`src/rtl/sar_adc_ctrl.sv`:
```
// Successive-approximation controller: drives trial codes into the DAC and
// binary-searches the sampled input one bit per settle window using the comparator.
module sar_adc_ctrl #(
    parameter int WIDTH         = 8,
    parameter int SAMPLE_CYCLES = 4,
    parameter int SETTLE_CYCLES = 4
) (
    input  logic             clk,
    input  logic             rst,
    input  logic             en,
    input  logic             start,
    input  logic             cont,
    input  logic             cmp,
    output logic             sample,
    output logic             dac_ena,
    output logic [WIDTH-1:0] dac_data,
    output logic             busy,
    output logic             done,
    output logic [WIDTH-1:0] result
);

    localparam int SCW = (SAMPLE_CYCLES > 1) ? $clog2(SAMPLE_CYCLES) : 1;
    localparam int TCW = $clog2(SETTLE_CYCLES);
    localparam int IW  = (WIDTH > 1) ? $clog2(WIDTH) : 1;

    localparam logic [SCW-1:0]   SAMPLE_LOAD = SCW'(SAMPLE_CYCLES - 1);
    localparam logic [TCW-1:0]   SETTLE_LOAD = TCW'(SETTLE_CYCLES - 1);
    localparam logic [IW-1:0]    MSB_IDX     = IW'(WIDTH - 1);
    localparam logic [WIDTH-1:0] MSB_CODE    = WIDTH'(1) << (WIDTH - 1);

    typedef enum logic [1:0] {
        ST_IDLE,
        ST_SAMPLE,
        ST_CONVERT,
        ST_DONE
    } state_t;

    state_t           state_q, state_d;
    logic             cmp_meta_q, cmp_meta_d;
    logic             cmp_s_q, cmp_s_d;
    logic [SCW-1:0]   samp_cnt_q, samp_cnt_d;
    logic [TCW-1:0]   settle_cnt_q, settle_cnt_d;
    logic [IW-1:0]    idx_q, idx_d;
    logic             sample_q, sample_d;
    logic             dac_ena_q, dac_ena_d;
    logic [WIDTH-1:0] dac_data_q, dac_data_d;
    logic             busy_q, busy_d;
    logic             done_q, done_d;
    logic [WIDTH-1:0] result_q, result_d;
    logic [WIDTH-1:0] resolved;

    function automatic logic [WIDTH-1:0] bit_mask(input logic [IW-1:0] idx);
        return WIDTH'(1) << idx;
    endfunction

    // A trial bit survives only if the input is at or above the trial code.
    function automatic logic [WIDTH-1:0] resolve_bit(input logic [WIDTH-1:0] code,
                                                     input logic [IW-1:0]    idx,
                                                     input logic             keep);
        return keep ? code : (code & ~bit_mask(idx));
    endfunction

    always_comb begin
        state_d      = state_q;
        cmp_meta_d   = cmp;
        cmp_s_d      = cmp_meta_q;
        samp_cnt_d   = samp_cnt_q;
        settle_cnt_d = settle_cnt_q;
        idx_d        = idx_q;
        sample_d     = sample_q;
        dac_ena_d    = en;
        dac_data_d   = dac_data_q;
        done_d       = 1'b0;
        result_d     = result_q;
        resolved     = resolve_bit(dac_data_q, idx_q, cmp_s_q);

        case (state_q)
            ST_IDLE: begin
                if (start && en) begin
                    state_d    = ST_SAMPLE;
                    samp_cnt_d = SAMPLE_LOAD;
                    sample_d   = 1'b1;
                end
            end
            ST_SAMPLE: begin
                if (samp_cnt_q == '0) begin
                    state_d      = ST_CONVERT;
                    sample_d     = 1'b0;
                    idx_d        = MSB_IDX;
                    dac_data_d   = MSB_CODE;
                    settle_cnt_d = SETTLE_LOAD;
                end else begin
                    samp_cnt_d = samp_cnt_q - SCW'(1);
                end
            end
            ST_CONVERT: begin
                if (settle_cnt_q == '0) begin
                    if (idx_q == '0) begin
                        state_d    = ST_DONE;
                        dac_data_d = resolved;
                        result_d   = resolved;
                        done_d     = 1'b1;
                    end else begin
                        dac_data_d   = resolved | bit_mask(idx_q - IW'(1));
                        idx_d        = idx_q - IW'(1);
                        settle_cnt_d = SETTLE_LOAD;
                    end
                end else begin
                    settle_cnt_d = settle_cnt_q - TCW'(1);
                end
            end
            ST_DONE: begin
                if (cont && en) begin
                    state_d    = ST_SAMPLE;
                    samp_cnt_d = SAMPLE_LOAD;
                    sample_d   = 1'b1;
                end else begin
                    state_d = ST_IDLE;
                end
            end
            default: state_d = ST_IDLE;
        endcase

        // Dropping enable abandons any conversion in flight without touching result.
        if (state_q != ST_IDLE && !en) begin
            state_d    = ST_IDLE;
            sample_d   = 1'b0;
            dac_data_d = '0;
            done_d     = 1'b0;
            result_d   = result_q;
        end

        busy_d = (state_d != ST_IDLE);
    end

    always_ff @(posedge clk) begin
        if (rst) begin
            state_q      <= ST_IDLE;
            cmp_meta_q   <= 1'b0;
            cmp_s_q      <= 1'b0;
            samp_cnt_q   <= '0;
            settle_cnt_q <= '0;
            idx_q        <= '0;
            sample_q     <= 1'b0;
            dac_ena_q    <= 1'b0;
            dac_data_q   <= '0;
            busy_q       <= 1'b0;
            done_q       <= 1'b0;
            result_q     <= '0;
        end else begin
            state_q      <= state_d;
            cmp_meta_q   <= cmp_meta_d;
            cmp_s_q      <= cmp_s_d;
            samp_cnt_q   <= samp_cnt_d;
            settle_cnt_q <= settle_cnt_d;
            idx_q        <= idx_d;
            sample_q     <= sample_d;
            dac_ena_q    <= dac_ena_d;
            dac_data_q   <= dac_data_d;
            busy_q       <= busy_d;
            done_q       <= done_d;
            result_q     <= result_d;
        end
    end

    assign sample   = sample_q;
    assign dac_ena  = dac_ena_q;
    assign dac_data = dac_data_q;
    assign busy     = busy_q;
    assign done     = done_q;
    assign result   = result_q;

endmodule

```
`config.mk`:
```
export PLATFORM = sky130hd
export DESIGN_NAME = sar_adc_ctrl
export DESIGN_NICKNAME = d
export VERILOG_FILES = /design/src/rtl/sar_adc_ctrl.sv
export SDC_FILE = /design/constraint.sdc
export NUM_CORES = 1
export LEC_CHECK = 0
export CORE_MARGIN = 3
export CORE_UTILIZATION = 40
export DETAILED_ROUTE_END_ITERATION = 7
export GPL_TIMING_DRIVEN = 0
export PLACE_DENSITY = 0.73
export SYNTH_ARGS = -nofsm -noshare
export SYNTH_HDL_FRONTEND = slang
export SYNTH_SLANG_ARGS = --single-unit
```
`constraint.sdc`:
```
create_clock -name clk -period 1.9 [get_ports clk]
set_input_delay 0.19 -clock clk [delete_from_list [all_inputs] [get_ports clk]]
set_output_delay 0.19 -clock clk [all_outputs]
set_load 0.05 [all_outputs]
```
==> summary.txt, run 1 <==
Yosys
  • Primary FF master, synth: dfxtp_1
  • Number of synthesized flops with an enable pin: 0
  • Synthesized instance count: 177
  • Syn. warnings: 0
  • Synthesized Nets: 191
  • Synth Area per Inst: 8.81 sq um
  • Mapped cell area: 1560 sq um
  • Distinct cells, synth: 47
  • Sequential area share after synthesis: 39.8%
  • Seq cells post-synth: 31
  • Ys async rst share: 0%

Placement
  • Post-DP HPWL: 2420 microns
  • Pre-CTS setup slack: 0.0686 ns
  • Port-buffer cells: 24
  • Post-placement cell area: 1860 sq um
  • Final GP Congestion: 0.878

Layout
  • Nets@finish: 223
  • Antenna cells: 0
  • Area occupied by multi-input gates: 842 sq um
  • Share of cells above drive strength 1: 11.4%
  • Design Area, Final: 1970 sq um
  • Storage element area: 622 sq um
  • Layout fillers: 365
  • Most frequent cells in the layout: dfxtp_1 (30), clkdlybuf4s50_1 (24), nor2_1 (13), a21oi_1 (13), inv_1 (12)
  • Most common cell after layout, fill and taps aside: dfxtp_1
  • Area growth syn-to-layout: 26.4%

Pwr
  • Pwr per Cell Area: 790 nW/um^2
  • Leakage: 0.000767 uW
  • Max VDD drop: 0.326 mV

Run
  • Max-cap violations: 0

Setup path
  • CP startpoint kind: flip-flop
  • Critical Path End: result[0]
  • Worst setup EP type: flip-flop
  • Worst R2R Setup Slack: 0.17 ns
  • Crit Path Category: reg2reg
  • Worst R2R Path Depth: 8
  • Worst endpoint required time: 2.12 ns
  • Max FO, Critical Path: 10
  • Critical Path AT: 1.95 ns
  • Crit path launch: idx_q[0]
  • Worst R2R End: result[0]
  • Critical R2R Launch: idx_q[0]

Global route
  • Vias in the first global route: 1211
  • Remaining Overflow, GRT: 0
  • First-pass GRT wire length: 5450 microns
  • Largest net degree at the start of global routing: 11
  • Initial antenna violation count: 0
  • All-layer global routing usage: 15.7%

CTS
  • CTS root buf: clkbuf_8
  • Clk sink count: 31
  • CTS tree: yes
  • Clk slew on worst S/H paths: 0.06 ns
  • Clock buffer depth: 2
  • Total CTS buffers: 5
  • Clk_lat worst skew: 0.28 ns
  • H-Tree Depth: 2

Floorplanning
  • Top Ports: 26
  • Die Height: 68.5 microns
  • Chip width: 68.5 microns
  • Die Area: 4690 sq um
  • Initial core utilization: 42.0%
  • Site Rows: 22
  • CORE AREA: 3720 sq um

Timing
  • Final hold violations: 0
  • Final setup viols: 0
  • Sum Neg Setup Slack: 0 ns
  • RSZ-0062 raised after global routing: no
  • Max Freq: 577 MHz
  • Fin crit share: 91.3%
  • Skew final: 0.00324 ns
  • Final worst slack: 0.166 ns
  • Max_slew headroom: 62.7%
  • Worst-Margin Slew: 0.556 ns
  • Crit path time final: 1.73 ns
  • Final slew viol count: 0

Routing
  • Drt wl/cell: 12.7 microns
  • # DRC: 0
  • DRT iter0 DRCs: 98
  • DRT Pass-1 Iters: 4
  • Via/cell ratio: 5.26
  • Wirelength, routed: 3290 microns
  • Via count: 1358
  • Routed Antenna Nets: 0

Status
  • Status: finished, final reports clean

Min path
  • Worst min path class: in2reg
  • Hold path start: en
[state kept, by name, summed over array words and instances (netlist names)]
signal / cells
idx_q: 3
state_q: 2
cmp_s_q: 1
dac_ena: 1
busy: 1
cmp_meta_q: 1
sample: 1
settle_cnt_q: 2
result: 8
dac_data: 8
done: 1
samp_cnt_q: 2
[final cells by class]
cell class / count / area share, %
timing repair buffer: 25 / 12.6
multi-input combinational: 124 / 42.7
buffer: 9 / 2.60
inverter: 13 / 2.47
clock buffer: 8 / 5.08
tap: 48 / 3.05
sequential: 31 / 31.5
[synthesized netlist by cell type (5+ instances only)]
cell type / count / area, sq um
a21oi_1: 13 / 65.1
a31oi_1: 6 / 37.5
buf_2: 5 / 25.0
dfxtp_1: 31 / 621
ha_1: 8 / 100
inv_1: 13 / 48.8
nand2_1: 11 / 41.3
nor2_1: 13 / 48.8
nor2b_1: 10 / 62.6
o21ai_0: 7 / 35.0
[layer usage]
layer,track usage [%],wire (microns)
met1,21.4,1570
met2,22.3,1510
met3,4.60,164
met4,7.44,43
met5,0,0
[cell families after synthesis]
| group | Yosys count | synth area share [%] |
|---|---|---|
| and+or+nand+nor | 58 | 20.8 |
| buffers and inverters | 22 | 6.25 |
| DFF | 31 | 39.8 |
| muxes | 5 | 3.29 |
| AOI/OAI and AO/OA | 53 | 23.5 |
| adders and majority gates | 8 | 6.42 |
[critical path: stages (launching register included)]
cell and delay [ns]:
dfxtp_2 0.35, inv_1 0.11, ha_1 0.15, buf_4 0.15
and4bb_2 0.28, nand3_2 0.11, buf_6 0.17, or2_1 0.22
a21oi_1 0.12
[worst min path at each step]
stage,depth (start not counted),slack [ns],to
2_1_floorplan,1,0.27,dac_ena
3_3_place_gp,1,0.42,cmp_s_q
3_5_place_dp,1,0.44,cmp_s_q
4_1_cts,2,0.27,dac_ena
5_1_grt,2,0.28,dac_ena
6_report,2,0.28,dac_ena
[power by group]
part | switching [uW] | internal [uW] | total (uW) | leakage, uW
clock network | 235 | 330 | 565 | 0.0000515
logic | 177 | 118 | 295 | 0.000463
registers | 21.2 | 678 | 699 | 0.000253
total | 433 | 1130 | 1560 | 0.000767
[stage by stage]
stage	utilization [%]	total power [uW]	cells	hold slack (ns)
2_1_floorplan	-	917	177	0.273
3_3_place_gp	50.1	988	249	0.418
3_5_place_dp	50.1	992	249	0.437
4_1_cts	52.8	1550	257	0.270
5_1_grt	53.1	1630	258	0.279
6_report	53.1	1560	258	0.276
[what timing repair did]
| action | 4_1_cts | 5_1_grt |
|---|---|---|
| setup buffers | 0 | 1 |
| resized for setup | 0 | 6 |
| setup endpoints to repair | 0 | 12 |
| hold buffers | 0 | 0 |
No activity file was read; power rests on OpenSTA's default activity.
==> run 2, diff against run 1 <==
- HOLD_SLACK_MARGIN: unset -> 0.03
==> results of run 2 <==
Same layout as run 1: the final DEF is identical, and so are final timing and power.
